<file path="src/rtl/mem_arbiter.sv">
// mem_arbiter: two-requester (I-cache / D-cache) line arbiter in front of a fixed-latency memory.
// Define ARB_FIXED_PRIO_EN to make ties always go to the D-cache; otherwise ties alternate.
module mem_arbiter #(
   parameter int MEM_LAT = 2
) (
   input  logic         clk_i,
   input  logic         rst_ni,
   input  logic         ic_req_valid_i,
   input  logic [31:0]  ic_addr_i,
   output logic         ic_resp_valid_o,
   output logic [127:0] ic_rdata_o,
   input  logic         dc_req_valid_i,
   input  logic         dc_rw_i,
   input  logic [31:0]  dc_addr_i,
   input  logic [127:0] dc_wdata_i,
   output logic         dc_resp_valid_o,
   output logic [127:0] dc_rdata_o,
   output logic [31:0]  mem_addr_o,
   output logic [127:0] mem_dataW_o,
   output logic         mem_MemRW_o,
   output logic         mem_req_valid_o,
   input  logic [127:0] mem_dataR_i,
   input  logic         mem_valid_i
);
   typedef enum logic [1:0] {IDLE, ISSUE, WAIT, RESP} state_t;
   localparam logic [3:0] LAST = 4'(MEM_LAT - 1);
   state_t state, state_nx;
   logic [3:0] cnt;
   logic gnt_d, pick_d, lat_rw, any_req, done;
   logic [31:0] lat_addr;
   logic [127:0] lat_wdata;
   assign any_req = ic_req_valid_i | dc_req_valid_i;
   assign done = (state == WAIT) && (cnt == LAST) && mem_valid_i;
`ifdef ARB_FIXED_PRIO_EN
   assign pick_d = dc_req_valid_i;
`else
   logic last_d;
   assign pick_d = dc_req_valid_i & (~ic_req_valid_i | ~last_d);
   // remember who was served last so the next tie goes to the other side
   always_ff @(posedge clk_i or negedge rst_ni) begin
      if (!rst_ni) last_d <= 1'b1;
      else if (state == RESP) last_d <= gnt_d;
   end
`endif
   // next-state logic
   always_comb begin
      state_nx = state;
      case (state)
         IDLE:    state_nx = any_req ? ISSUE : IDLE;
         ISSUE:   state_nx = WAIT;
         WAIT:    state_nx = done ? RESP : WAIT;
         default: state_nx = IDLE;
      endcase
   end
   // state register
   always_ff @(posedge clk_i or negedge rst_ni) begin
      if (!rst_ni) state <= IDLE;
      else state <= state_nx;
   end
   // latch the granted request and run the saturating wait counter
   always_ff @(posedge clk_i or negedge rst_ni) begin
      if (!rst_ni) begin
         gnt_d     <= 1'b0;
         lat_rw    <= 1'b0;
         lat_addr  <= '0;
         lat_wdata <= '0;
         cnt       <= '0;
      end else begin
         if (state == IDLE && any_req) begin
            gnt_d     <= pick_d;
            lat_rw    <= pick_d & dc_rw_i;
            lat_addr  <= pick_d ? dc_addr_i : ic_addr_i;
            lat_wdata <= pick_d ? dc_wdata_i : '0;
         end
         if (state == ISSUE) cnt <= '0;
         else if (state == WAIT && cnt != LAST) cnt <= cnt + 4'd1;
      end
   end
   // capture memory read data for the granted requester; writes return zero
   always_ff @(posedge clk_i or negedge rst_ni) begin
      if (!rst_ni) begin
         ic_rdata_o <= '0;
         dc_rdata_o <= '0;
      end else if (done) begin
         if (gnt_d) dc_rdata_o <= lat_rw ? '0 : mem_dataR_i;
         else ic_rdata_o <= lat_rw ? '0 : mem_dataR_i;
      end
   end
   assign mem_req_valid_o = state == ISSUE;
   assign mem_MemRW_o     = (state == ISSUE) & lat_rw;
   assign mem_addr_o      = (state == IDLE) ? '0 : lat_addr;
   assign mem_dataW_o     = (state == IDLE) ? '0 : lat_wdata;
   assign ic_resp_valid_o = (state == RESP) & ~gnt_d;
   assign dc_resp_valid_o = (state == RESP) & gnt_d;
endmodule

</file>
<file path="config.mk">
export PLATFORM = sky130hd
export DESIGN_NAME = mem_arbiter
export DESIGN_NICKNAME = d
export VERILOG_FILES = /design/src/rtl/mem_arbiter.sv
export SDC_FILE = /design/constraint.sdc
export NUM_CORES = 1
export LEC_CHECK = 0
export CORE_AREA = 2 2 290 292
export CTS_CLUSTER_SIZE = 24
export DETAILED_ROUTE_END_ITERATION = 12
export DIE_AREA = 0 0 292 294
export PLACE_DENSITY = 0.46
export SLEW_MARGIN = 20
export SYNTH_ARGS = -nofsm -noshare
export SYNTH_HDL_FRONTEND = slang
export SYNTH_SLANG_ARGS = --single-unit
</file>
<file path="constraint.sdc">
create_clock -name clk_i -period 3.6 [get_ports clk_i]
set_input_delay 0.72 -clock clk_i [delete_from_list [all_inputs] [get_ports clk_i]]
set_output_delay 0.72 -clock clk_i [all_outputs]
set_load 0.02 [all_outputs]
</file>
==> flow_metrics.env <==
export IMPL_area_growth_syn_to_layout_pct=57.84
export IMPL_drc_errors=0
export IMPL_synth_edff_count=0
export IMPL_critPathKind="reg -> out"
export IMPL_die_area_sq_um=85850
export IMPL_drive_gt1_frac=0.1323
export IMPL_ctsHoldBuffers=0
export IMPL_hold_path_class="in -> async"
export IMPL_cp_arrival_ps=2590
export IMPL_nets=2430
export IMPL_dp_hpwl_microns=47090
export IMPL_clk_pin_slew_ps=60
export IMPL_final_min_clock_period_ps=3308
export IMPL_wl_per_cell_microns=20.17
export IMPL_gp_congestion=0.7794
export IMPL_synth_mux_area_fraction=0.1626
export IMPL_postCtsSetupRepairBufs=0
export IMPL_fin_crit_sh=0.9189
export IMPL_gr_total_overflow=0
export IMPL_drtIter0Drc=437
export IMPL_ctsHtreeMaxLevel=2
export IMPL_vias=13450
export IMPL_dieHeight_microns=294
export IMPL_groute_usage_overall=0.1459
export IMPL_coreArea_sq_um=82890
export IMPL_drv_slew=0
export IMPL_dieWidth_microns=292
export IMPL_synth_warnings=0
export IMPL_synth_nets=1700
export IMPL_max_slew_margin_rel=0.4067
export IMPL_grt_pass1_wl_microns=95760
export IMPL_async_flop_share=1.000
export IMPL_p_per_area_nw_per_um2=890.3
export IMPL_clock_skew_ps=16.74
export IMPL_synthTopCellsByArea="dfrtp_1 59%, nor2b_1 10%, mux2_2 9.4%, mux2_1 6.8%, a22o_1 6.3%"
export IMPL_ir_drop_v=0.0003891
export IMPL_avgSynthCellArea_sq_um=13.12
export IMPL_synth_seq_area_share=0.5928
export IMPL_r2r_end="ic_rdata_o[110]$_DFFE_PN0P_"
export IMPL_synth_xor_area_share=0.0004881
export IMPL_fillers=8228
export IMPL_hold_viol_final=0
export IMPL_syn_area_sq_um=17940
export IMPL_cts_made_buffers=51
export IMPL_cts_tree="yes"
export IMPL_yosys_area_share_adder=0.004184
export IMPL_clock_path_buffers=3
export IMPL_clock_sinks=425
export IMPL_ioPinCount=746
export IMPL_rsz0062_at_grt="false"
export IMPL_root_buffer="clkbuf_16"
export IMPL_reg2reg_slack_ps=1270
export IMPL_ant_nets=0
export IMPL_post_synth_top_count_cell="dfrtp_1"
export IMPL_setup_tns_ps=0
export IMPL_grt_max_degree=130
export IMPL_synth_compound_area_frac=0.08473
export IMPL_synth_top_family_by_area="multiplexers"
export IMPL_max_cap_viol_count=0
export IMPL_insertion_delay_ps=580
export IMPL_p_leak_nw=12.08
export IMPL_synth_ff_type="dfrtp_1"
export IMPL_drt_first_pass_iters=4
export IMPL_portBuffers=745
export IMPL_final_util=0.3416
export IMPL_synth_simple_area_share=0.1195
export IMPL_cp_end_kind="primary output"
export IMPL_antenna_found_initial=7
export IMPL_finalSetupViolCount=0
export IMPL_critPathMaxFanout=76
export IMPL_grt_pass1_vias=14470
export IMPL_r2r_start="state[0]$_DFF_PN0_"
export IMPL_netlist_top_cells_count="424 x dfrtp_1, 290 x nor2b_1, 150 x mux2_2, 129 x a22o_1, 109 x mux2_1"
export IMPL_yosysTopAreaCellShare=0.5914
export IMPL_crit_required_ps=2880
export IMPL_wirelength_microns=64940
export IMPL_worst_pin_slew_ps=890.0
export IMPL_initial_core_util=0.2165
export IMPL_syn_inst=1368
export IMPL_rows=106
export IMPL_synth_largest_area_cell="dfrtp_1"
export IMPL_cp_start_kind="flip-flop"
export IMPL_synth_seq_cells=425
export IMPL_r2r_cells=7
export IMPL_fmax_ghz=0.3023
export IMPL_routed_via_density=4.178
export IMPL_ys_types=28
export IMPL_cts_resized=0
export IMPL_outcome="complete, no violations"
[worst max-delay path by stage]
stage	from	end	slack, ps
after floorplan	state[0]$_DFF_PN0_	mem_dataW_o[100]	1420
after global placement	mem_valid_i	ic_rdata_o[115]$_DFFE_PN0P_	840
after detailed placement	state[0]$_DFF_PN0_	mem_dataW_o[91]	810
after CTS	state[1]$_DFF_PN0_	mem_dataW_o[91]	160
after global routing	state[0]$_DFF_PN0_	mem_dataW_o[93]	130
final	state[0]$_DFF_PN0_	mem_dataW_o[94]	290
[state kept, by name, summed over array words and instances (netlist names)]
name,count
last_d,1
ic_rdata_o,128
lat_wdata,128
lat_rw,1
state,2
cnt,4
gnt_d,1
lat_addr,32
dc_rdata_o,128
[power by group]
group          leakage [nW]  internal (mW)  switching, mW
combinational          5.80           5.83           6.30
clock                 0.869           3.15           2.10
sequential             5.42           6.76           1.07
total                  12.1           15.7           9.47
[metrics by stage]
| step | cells | instance area (sq um) | hold slack (ps) | total power, mW | worst slack (ps) |
|---|---|---|---|---|---|
| 2_1_floorplan | 1368 | 17940 | 424.4 | 13.99 | 1420 |
| 5_1_grt | 3220 | 28320 | 21.64 | 26.62 | 129.0 |
| 3_5_place_dp | 3125 | 26590 | 473.7 | 20.23 | 807.2 |
| 6_report | 3220 | 28320 | 37.62 | 25.21 | 292.0 |
| 4_1_cts | 3219 | 28320 | 13.30 | 25.65 | 158.9 |
| 3_3_place_gp | 3125 | 26590 | 468.1 | 20.12 | 838.6 |
[routing by layer]
metal  routed length [microns]  track usage  share of wire
met1                     26340       0.1728           0.41
met2                     31660       0.2523           0.49
met3                      5354      0.04887          0.082
met4                      1508      0.03835          0.023
met5                        76            0         0.0012
[cell usage in the layout, fill, tap and decap left out, types with 2 or more instances in the layout]
master,synthesis,routed
a21oi_1,65,65
clkbuf_1,50,6
nand4_1,3,3
clkbuf_16,0,52
clkdlybuf4s50_1,0,744
and2_1,3,2
clkbuf_8,0,14
nand2_1,32,32
a22o_1,129,129
buf_4,19,21
nor2b_1,290,290
nor3_4,0,2
nor2_1,38,38
clkinv_4,0,3
bufinv_16,0,3
inv_1,4,4
dfrtp_1,424,423
mux2_2,150,150
buf_12,0,13
clkinv_2,0,14
mux2_1,109,109
ha_1,6,5
[final cells by class]
cell class                      count  area [sq um]  area share
Multi-Input combinational cell    837          6703      0.2367
Timing Repair Buffer              779          7880      0.2783
Tap cell                         1080          1351     0.04772
Clock inverter                     22         211.5    0.007467
Sequential cell                   425         10640      0.3757
Clock buffer                       72          1516     0.05355
Inverter                            4         15.01   0.0005302
Antenna cell                        1         2.502  0.00008836
[cells by family (layout without fill, tap and decap cells)]
group	after synthesis	after routing
buffers and inverters	106	877
other	0	1
xor gates and xnor gates	1	1
DFF	425	425
adders and majority gates	6	6
muxes	259	259
AOI/OAI and AO/OA	202	202
and+or+nand+nor	369	369
[critical path, cell delays in order, from the launching register on]
cell and delay, ps:
dfrtp_1 400, inv_1 130, ha_4 350, buf_12 340, nor2b_1 170, clkdlybuf4s50_1 570
Note: power is estimated with default switching activity, not from simulation.
